[config.mk]
export PLATFORM = sky130hd
export DESIGN_NAME = pipe_stage_skid
export DESIGN_NICKNAME = d
export VERILOG_FILES = /design/src/rtl/pipe_stage_skid_pkg.sv /design/src/rtl/pipe_entry_reg.sv /design/src/rtl/pipe_stage_skid.sv
export SDC_FILE = /design/constraint.sdc
export NUM_CORES = 1
export LEC_CHECK = 0
export BUFFER_PORTS_ARGS = -buffer_cell sky130_fd_sc_hd__buf_2
export CAP_MARGIN = 20
export CORE_UTILIZATION = 45
export DETAILED_ROUTE_END_ITERATION = 12
export MAX_ROUTING_LAYER = met4
export PLACE_DENSITY = 0.72
export SETUP_SLACK_MARGIN = 0.5
export SYNTH_ARGS = -nofsm -noshare
export SYNTH_HDL_FRONTEND = slang
export SYNTH_SLANG_ARGS = --single-unit
[constraint.sdc]
create_clock -name clk -period 1.66 [get_ports clk]
set_input_delay 0.083 -clock clk [delete_from_list [all_inputs] [get_ports clk]]
set_output_delay 0.083 -clock clk [all_outputs]
set_load 0.01 [all_outputs]
[src/rtl/pipe_stage_skid_pkg.sv]
// Shared control encodings and reset-value defaults for the pipeline stage register.
package pipe_stage_skid_pkg;

  typedef enum logic [1:0] {
    CTRL_DEFAULT = 2'b00,
    CTRL_STALLED = 2'b01,
    CTRL_BUBBLE  = 2'b10,
    CTRL_RSVD    = 2'b11
  } ctrl_e;

  localparam logic [31:0] NOP_INSN   = 32'h0000_0013;
  localparam logic [63:0] INVALID_PC = 64'h0;

  // The reserved encoding behaves exactly like Bubble, so only the MSB matters.
  function automatic logic ctrl_is_bubble(input logic [1:0] ctrl);
    return ctrl[1];
  endfunction

  function automatic logic ctrl_is_stalled(input logic [1:0] ctrl);
    return ctrl == CTRL_STALLED;
  endfunction

endpackage

[src/rtl/pipe_entry_reg.sv]
// One storage slot: valid bit plus PC/payload. Clearing reloads the NOP/invalid-PC
// values so an empty slot never holds stale data on its outputs.
module pipe_entry_reg
  import pipe_stage_skid_pkg::*;
#(
  parameter int                PC_W    = 64,
  parameter int                DATA_W  = 32,
  parameter logic [DATA_W-1:0] NOP_VAL = DATA_W'(NOP_INSN),
  parameter logic [PC_W-1:0]   INV_PC  = PC_W'(INVALID_PC)
) (
  input  logic              clk,
  input  logic              rst,
  input  logic              clr_i,
  input  logic              ld_i,
  input  logic [PC_W-1:0]   pc_i,
  input  logic [DATA_W-1:0] data_i,
  output logic              valid_o,
  output logic [PC_W-1:0]   pc_o,
  output logic [DATA_W-1:0] data_o
);

  logic              valid_d, valid_q;
  logic [PC_W-1:0]   pc_d, pc_q;
  logic [DATA_W-1:0] data_d, data_q;

  // Clear wins over load; otherwise hold.
  always_comb begin
    valid_d = valid_q;
    pc_d    = pc_q;
    data_d  = data_q;
    if (clr_i) begin
      valid_d = 1'b0;
      pc_d    = INV_PC;
      data_d  = NOP_VAL;
    end else if (ld_i) begin
      valid_d = 1'b1;
      pc_d    = pc_i;
      data_d  = data_i;
    end
  end

  // Slot register with synchronous reset to the empty values.
  always_ff @(posedge clk) begin
    if (rst) begin
      valid_q <= 1'b0;
      pc_q    <= INV_PC;
      data_q  <= NOP_VAL;
    end else begin
      valid_q <= valid_d;
      pc_q    <= pc_d;
      data_q  <= data_d;
    end
  end

  assign valid_o = valid_q;
  assign pc_o    = pc_q;
  assign data_o  = data_q;

endmodule

[src/rtl/pipe_stage_skid.sv]
// Pipeline stage register with valid/ready handshake, 2-entry skid (head H, skid S),
// Default/Stalled/Bubble control and a saturating stall-cycle counter.
// in_ready_o is registered, so downstream ready never reaches upstream combinationally.
module pipe_stage_skid
  import pipe_stage_skid_pkg::*;
#(
  parameter int                PC_W    = 64,
  parameter int                DATA_W  = 32,
  parameter logic [DATA_W-1:0] NOP_VAL = DATA_W'(NOP_INSN),
  parameter logic [PC_W-1:0]   INV_PC  = PC_W'(INVALID_PC),
  parameter int                CNT_W   = 16
) (
  input  logic              clk,
  input  logic              rst,
  input  logic [1:0]        ctrl_signal_i,
  input  logic              in_valid_i,
  output logic              in_ready_o,
  input  logic [PC_W-1:0]   pc_i,
  input  logic [DATA_W-1:0] data_i,
  output logic              out_valid_o,
  input  logic              out_ready_i,
  output logic [PC_W-1:0]   pc_o,
  output logic [DATA_W-1:0] data_o,
  output logic [1:0]        count_o,
  output logic [CNT_W-1:0]  stall_cnt_o
);

  logic              h_valid, s_valid;
  logic [PC_W-1:0]   h_pc, s_pc, h_pc_in;
  logic [DATA_W-1:0] h_data, s_data, h_data_in;
  logic              h_ld, h_clr, h_from_s, s_ld, s_clr;
  logic              bubble, stalled, push, pop;
  logic              h_v_nxt, s_v_nxt;
  logic [1:0]        count_d, count_q;
  logic              in_ready_d, in_ready_q;
  logic [CNT_W-1:0]  stall_cnt_d, stall_cnt_q;

  assign bubble  = ctrl_is_bubble(ctrl_signal_i);
  assign stalled = ctrl_is_stalled(ctrl_signal_i);
  assign push    = in_valid_i & in_ready_q;
  assign pop     = h_valid & out_ready_i;

  // Slot steering: S always refills H first so H is the oldest entry.
  always_comb begin
    h_ld     = 1'b0;
    h_clr    = 1'b0;
    h_from_s = 1'b0;
    s_ld     = 1'b0;
    s_clr    = 1'b0;
    if (bubble) begin
      h_clr = 1'b1;
      s_clr = 1'b1;
    end else if (!stalled) begin
      unique case ({push, pop})
        2'b10: begin
          if (!h_valid)      h_ld = 1'b1;
          else if (!s_valid) s_ld = 1'b1;
        end
        2'b01: begin
          if (s_valid) begin
            h_ld     = 1'b1;
            h_from_s = 1'b1;
            s_clr    = 1'b1;
          end else begin
            h_clr = 1'b1;
          end
        end
        2'b11: begin
          h_ld = 1'b1;
          if (s_valid) begin
            h_from_s = 1'b1;
            s_ld     = 1'b1;
          end
        end
        default: ;
      endcase
    end
  end

  assign h_pc_in   = h_from_s ? s_pc : pc_i;
  assign h_data_in = h_from_s ? s_data : data_i;

  // Occupancy, ready and stall counter for the next cycle.
  always_comb begin
    h_v_nxt = h_clr ? 1'b0 : (h_ld ? 1'b1 : h_valid);
    s_v_nxt = s_clr ? 1'b0 : (s_ld ? 1'b1 : s_valid);
    count_d = {1'b0, h_v_nxt} + {1'b0, s_v_nxt};
    in_ready_d = !stalled && (count_d != 2'd2);
    stall_cnt_d = stall_cnt_q;
    if (stalled && (stall_cnt_q != {CNT_W{1'b1}}))
      stall_cnt_d = stall_cnt_q + CNT_W'(1);
  end

  // Control registers; reset leaves the stage empty and ready.
  always_ff @(posedge clk) begin
    if (rst) begin
      count_q     <= 2'd0;
      in_ready_q  <= 1'b1;
      stall_cnt_q <= '0;
    end else begin
      count_q     <= count_d;
      in_ready_q  <= in_ready_d;
      stall_cnt_q <= stall_cnt_d;
    end
  end

  pipe_entry_reg #(
    .PC_W(PC_W), .DATA_W(DATA_W), .NOP_VAL(NOP_VAL), .INV_PC(INV_PC)
  ) u_head (
    .clk(clk), .rst(rst), .clr_i(h_clr), .ld_i(h_ld),
    .pc_i(h_pc_in), .data_i(h_data_in),
    .valid_o(h_valid), .pc_o(h_pc), .data_o(h_data)
  );

  pipe_entry_reg #(
    .PC_W(PC_W), .DATA_W(DATA_W), .NOP_VAL(NOP_VAL), .INV_PC(INV_PC)
  ) u_skid (
    .clk(clk), .rst(rst), .clr_i(s_clr), .ld_i(s_ld),
    .pc_i(pc_i), .data_i(data_i),
    .valid_o(s_valid), .pc_o(s_pc), .data_o(s_data)
  );

  assign in_ready_o  = in_ready_q;
  assign out_valid_o = h_valid;
  assign pc_o        = h_pc;
  assign data_o      = h_data;
  assign count_o     = count_q;
  assign stall_cnt_o = stall_cnt_q;

endmodule

==> metrics.cfg, run 1 <==
[run_status]
status = complete, but fails checks
violations = negative setup slack

[finish]
fin_area_sq_um = 14900
antenna_cells = 0
area_growth_pct = 72.1
utilization_pct = 79.4
finalNetCount = 1502
fill_cells = 1049
mostFrequentLayoutCells = buf_2, dfxtp_1, nand2_1, a21oi_1, dlygate4sd3_1
drive_above_1_share_pct = 42.0
final_common_cell = buf_2
fin_cells = 1673

[placement]
io_buffer_count = 217
gp_congestion = 0.796
placed_area_sq_um = 10300
hpwl_um = 14200
dp_cells = 1415

[floorplanning]
dieArea_sq_um = 19900
io_pins = 218
core_sq_um = 18800
die_x_um = 141
floorplan.initialDensity_pct = 46.1
die_h_um = 141
rows = 50

[sta]
tns_ps = -801
grt_setup_unrepaired = yes
worst_pin_slew_ps = 494
layout_min_cycle_time_ps = 1800
drv_slew = 0
maxSlewHeadroom_pct = 66.1
finalHoldViolations = 0
report.final.setup_viol = 32
fin_skew_ps = 6.04
fin_ws_ps = -142
fin_crit_sh_pct = 109
max_freq_ghz = 0.555

[detailed_routing]
drt_pass1_iterations = 5
wirelength_um = 36200
drc = 0
routed-wl-met2_um = 17500
antenna_left = 0
routed.top_layer = met4
via_count = 9617
routedWlPerCell_um = 21.7
wl_met1_um = 13900
vias_per_cell = 5.75
drt_iter0_drc = 662
wl_met3_um = 3080

[logic_synthesis]
avgSynthCellArea_sq_um = 8.89
postSynthCellCount = 977
yosysSeqAreaShare_pct = 49.1
synth.net_count = 1081
synth_cell_types = 48
synth_top_area_share_pct = 49.1
synth_edf_count = 0
synth_ff_type = dfxtp_1
yosysWarnings = 0
synth_top_area_cell = dfxtp_1
async_flop_share_pct = 0
ys_seq_elements = 213
syn-cell-area_sq_um = 8680
synth_area_leaders = dfxtp_1, mux2i_1, nand2_1, a211oi_1, a21oi_1

[power_and_ir_drop]
p_leak_nw = 6.65
pwr-share-clk_pct = 43.9
seqPwrFrac_pct = 44.4
p_int_mw = 8.86
power_switching_mw = 2.84
switching_share_pct = 24.3
comb_power_share_pct = 11.7
power.total_mw = 11.7
vdd_drop_max_mv = 0.698
cellPowerDensity_nw_per_um2 = 783

[clocking]
clk-insertion-delay-late_ps = 510
path_clk_slew_ps = 60
clock-sinks = 213
cts-root-buf = clkbuf_16
cts_max_path_buffers = 3
cts_buffers = 23
cts_tree = done
htree_num_levels = 1

[global_routing]
grt_pass1_wl_um = 41200
grt_pass1_vias = 8256
grt-ovfl-total = 0
antenna_found_initial = 0
grt_max_degree = 52
grt_util_all_layers_pct = 26.5

[critical_path]
path_class = reg -> reg
crit_path_top_delay_cell = or3_4
path_max_fanout = 13
worstPathArrival_ps = 2180
critical_path.cell_chain = nand2_4 > or3_4 > buf_16 > mux2i_1 > a211oi_2
required_ps = 2040
end_kind = flip-flop
critical_path.max_stage_delay_ps = 450
start_kind = flip-flop

[worst_hold_path]
hp-class = in -> reg

[flow_run]
cap_violations = 0

Yosys cell counts (all sizes together) (2+ instances only):
| master | instances |
|---|---|
| a211o | 3 |
| a211oi | 93 |
| a21oi | 106 |
| a31oi | 2 |
| and3 | 2 |
| and4b | 2 |
| buf | 51 |
| clkbuf | 28 |
| dfxtp | 213 |
| ha | 2 |
| inv | 6 |
| mux2 | 2 |
| mux2i | 94 |
| nand2 | 194 |
| nand2b | 3 |
| nand3 | 3 |
| nand4 | 6 |
| nand4b | 2 |
| nor2 | 107 |
| nor2b | 8 |
| nor3 | 2 |
| nor4 | 4 |
| o211a | 3 |
| o21ai | 11 |
| o31ai | 8 |
| or3 | 4 |
| or4 | 5 |
sequential cells by signal, summed over array words and instances (netlist names):
name            count
count_o             2
in_ready_o          1
stall_cnt_o        16
u_head.data_o      32
u_head.pc_o        64
u_head.valid_o      1
u_skid.data_o      32
u_skid.pc_o        64
u_skid.valid_o      1
cell families (layout without fill, tap and decap cells):
logic type | count (synthesis) | after routing | share of synthesized area (%)
simple gates | 348 | 350 | 17.3
compound gates | 232 | 232 | 17.1
flops | 213 | 213 | 49.1
mux | 96 | 96 | 11.1
buf+inv | 85 | 519 | 4.97
fa+ha+maj | 2 | 2 | 0.288
xor+xnor | 1 | 1 | 0.101
worst max-delay path: cells and delay by family (launching register included):
kind	cells	cell delay, ps
AOI/OAI and AO/OA	1	150
buffers and inverters	1	210
DFF	1	370
muxes	1	420
and+or+nand+nor	2	520
final cells by class:
class	count	area (sq um)	area share, %
clock buffer	30	632	4.23
clock inverter	10	109	0.728
inverter	6	22.5	0.151
multi-input combinational	681	4790	32.1
sequential	213	4320	28.9
tap	260	325	2.18
timing repair buffer	473	4750	31.8
timing repair:
item,4_1_cts,5_1_grt
endpoints found under the hold margin,193,0
setup buffers,21,36
gates cloned,13,51
endpoints found under the setup margin,218,224
pin swaps,17,91
resized for setup,42,219
hold buffers,97,0
path summary, 6_finish.rpt:
kind / start / to / slack (ps) / depth (start not counted)
worst max-delay path: u_head.valid_o / u_head.pc_o[34] / -140 / 5
worst min-delay path: rst / stall_cnt_o[3] / 30 / 3
worst max register to register: u_head.valid_o / u_head.pc_o[34] / -140 / 5
worst min register to register: u_skid.pc_o[46] / u_skid.pc_o[46] / 450 / 2
metal layers:
layer	vias to the layer above	track usage, %
li1	4285	-
met1	4605	31.2
met2	562	45.4
met3	165	4.52
met4	0	9.55
met5	-	-
through the flow:
step                      setup slack [ps]  hold WS (ps)
after floorplan                       42.4           201
after global placement                58.4           313
after detailed placement              20.6           317
after CTS                             26.1          5.99
after global routing                  -234          43.3
final                                 -142          33.9
power by group through the flow:
| stage | Sequential, mW | Clock, mW | Combinational (mW) |
|---|---|---|---|
| detailed placement | 5.31 | 0 | 0.685 |
| finish | 5.20 | 5.13 | 1.37 |
| global placement | 5.30 | 0 | 0.677 |
| global route | 5.20 | 5.35 | 1.43 |
| CTS | 5.19 | 5.13 | 0.955 |
| floorplan | 5.33 | 0 | 0.325 |
(Power assumes the default switching activity.)
==> run 2, diff against run 1 <==
--- a/config.mk
+++ b/config.mk
@@ -11,6 +11,7 @@
 export DETAILED_ROUTE_END_ITERATION = 12
 export MAX_ROUTING_LAYER = met4
 export PLACE_DENSITY = 0.72
+export REMOVE_ABC_BUFFERS = 1
 export SETUP_SLACK_MARGIN = 0.5
 export SYNTH_ARGS = -nofsm -noshare
 export SYNTH_HDL_FRONTEND = slang
==> run 2 against run 1 <==
  * The flow still finishes with violations (negative setup slack)
  * Utilization is 2.5 points higher
  * Register-to-register slack worse by 30 ps
  * Sequential cell count unchanged
==> metrics.cfg, run 2 (synthesis results as in run 1) <==
[critical_path]
cp-startpoint = u_head.valid_o
ff2ff_path_depth = 5  ; unchanged
rr_startpoint = u_head.valid_o
end_kind = flip-flop
timing.rr.end = u_head.data_o[24]
path_class = reg -> reg
r2r_slack_ps = -170  ; -30 ps
path_max_fanout = 8  ; -5
required_ps = 2070  ; +30 ps
critPathCapture = u_head.data_o[24]
worstPathArrival_ps = 2240  ; +60 ps
start_kind = flip-flop

[detailed_routing]
drt_iter0_drc = 899  ; +36%
via_count = 10200  ; +6.0%
routed-wl-met2_um = 19200  ; +9.8%
vias_per_cell = 6.01  ; +4.6%
routedWlPerCell_um = 24.1  ; +11%
routed.top_layer = met4
wirelength_um = 40800  ; +13%
drt_pass1_iterations = 7  ; +2
drc = 0  ; unchanged
wl_met3_um = 4320  ; +40%
antenna_left = 0  ; unchanged
wl_met1_um = 14500  ; +4.3%

[finish]
final_common_cell = buf_2
area_growth_pct = 77.6
antenna_cells = 0  ; unchanged
utilization_pct = 81.9  ; +2.5 points
finalNetCount = 1524  ; +1.5%
mostFrequentLayoutCells = buf_2, dfxtp_1, nand2_1, dlygate4sd3_1, mux2i_1
drive_above_1_share_pct = 43.9  ; +1.9 points
fill_cells = 894  ; -15%

[run_status]
violations = negative setup slack
status = complete, but fails checks

[floorplanning]
rows = 50  ; unchanged
die_h_um = 141  ; unchanged
die_x_um = 141  ; unchanged
core_sq_um = 18800  ; unchanged
io_pins = 218  ; unchanged
floorplan.initialDensity_pct = 46.1  ; unchanged
dieArea_sq_um = 19900  ; unchanged

[sta]
tns_ps = -8580  ; -7770 ps
fin_crit_sh_pct = 110  ; +1.9 points
worst_pin_slew_ps = 445  ; -48.7 ps
max_freq_ghz = 0.546  ; -1.7%
grt_setup_unrepaired = yes
report.final.setup_viol = 145  ; +350%
drv_slew = 0  ; unchanged
hold_ws_ps = 102  ; +67.9 ps
fin_skew_ps = 12.8  ; +6.72 ps
layout_min_cycle_time_ps = 1830  ; +30.7 ps
maxSlewHeadroom_pct = 70.3  ; +4.1 points
fin_ws_ps = -173  ; -30.7 ps
finalHoldViolations = 0  ; unchanged

[clocking]
path_clk_slew_ps = 60  ; about the same
clock-sinks = 213  ; unchanged
cts_tree = done
cts-root-buf = clkbuf_16
clk-insertion-delay-late_ps = 520  ; about the same
cts_buffers = 23  ; unchanged
cts_max_path_buffers = 3  ; unchanged
htree_num_levels = 1  ; unchanged

[global_routing]
antenna_found_initial = 0  ; unchanged
grt_util_all_layers_pct = 29.9  ; +3.4 points
grt-ovfl-total = 0  ; unchanged
grt_pass1_vias = 8816  ; +6.8%
grt_max_degree = 50  ; -3.8%
grt_pass1_wl_um = 45600  ; +11%

[power_and_ir_drop]
cellPowerDensity_nw_per_um2 = 790  ; +0.89%
vdd_drop_max_mv = 0.741  ; +6.2%
p_leak_nw = 6.93  ; +4.1%

[placement]
gp_congestion = 0.898  ; +13%
dpl_worst_slack_ps = -116  ; -136 ps
hpwl_um = 14600  ; +2.9%
io_buffer_count = 217  ; unchanged

[worst_hold_path]
hp-class = in -> reg

[flow_run]
cap_violations = 0  ; unchanged

run 2: changes by cell type in the layout (fill, tap and decap cells not counted), sizes merged:
cell,change
buf,+29
clkbuf,-4
bufbuf,+2
clkinv,-1
clkinvlp,-1
dlygate4sd3,-1
inv,-1
nor3,-1
run 2: where the power goes:
| group | switching, mW | total (mW) | internal [mW] |
|---|---|---|---|
| combinational | 0.722 | 1.51 | 0.786 |
| sequential | 0.0463 | 5.20 | 5.16 |
| clock | 2.18 | 5.47 | 3.29 |
run 2: critical path, cell delays in order (launching register included):
cell and delay (ps):
dfxtp_4 380, nand2_4 90, or3_4 530, buf_12 210
mux2i_1 180, a211oi_1 340
run 2: worst min path at each step:
| stage | start | end | slack, ps | cells after the start |
|---|---|---|---|---|
| final | rst | count_o[1] | 100 | 3 |
| after global routing | rst | count_o[1] | 100 | 3 |
| after CTS | ctrl_signal_i[1] | in_ready_o | 10 | 3 |
| after detailed placement | data_i[0] | u_skid.data_o[0] | 310 | 2 |
| after global placement | data_i[0] | u_skid.data_o[0] | 300 | 2 |
| after floorplan | rst | stall_cnt_o[10] | 150 | 1 |
run 2: final cells by class:
| class | instances | area (sq um) | area share (%) |
|---|---|---|---|
| clock buffers | 33 | 713 | 4.62 |
| clock inverters | 7 | 95.1 | 0.617 |
| inverters | 6 | 22.5 | 0.146 |
| multi-input cells | 680 | 4880 | 31.6 |
| flip-flops and latches | 213 | 4320 | 28.0 |
| well taps | 260 | 325 | 2.11 |
| repair buffers | 496 | 5070 | 32.9 |
run 2: stage by stage:
step | cells | power [mW] | cell area (sq um)
5_1_grt | 1695 | 12.5 | 15400
3_5_place_dp | 1439 | 6.01 | 10400
4_1_cts | 1628 | 11.8 | 13600
3_3_place_gp | 1439 | 6.00 | 10400
2_1_floorplan | 898 | 5.64 | 8270
6_report | 1695 | 12.2 | 15400
run 2: per-layer routing:
metal | up-vias | global-route usage [%]
met3 | 244 | 4.42
met4 | 0 | 11.8
met2 | 799 | 51.3
met5 | - | -
met1 | 4825 | 35.1
li1 | 4325 | -
run 2: repair_timing:
item	CTS	global route
cloned	18	43
endpoints found under the setup margin	227	234
hold buffers	96	0
resized for setup	158	176
buffers inserted	35	24
pin swaps	49	68
endpoints found under the hold margin	189	0
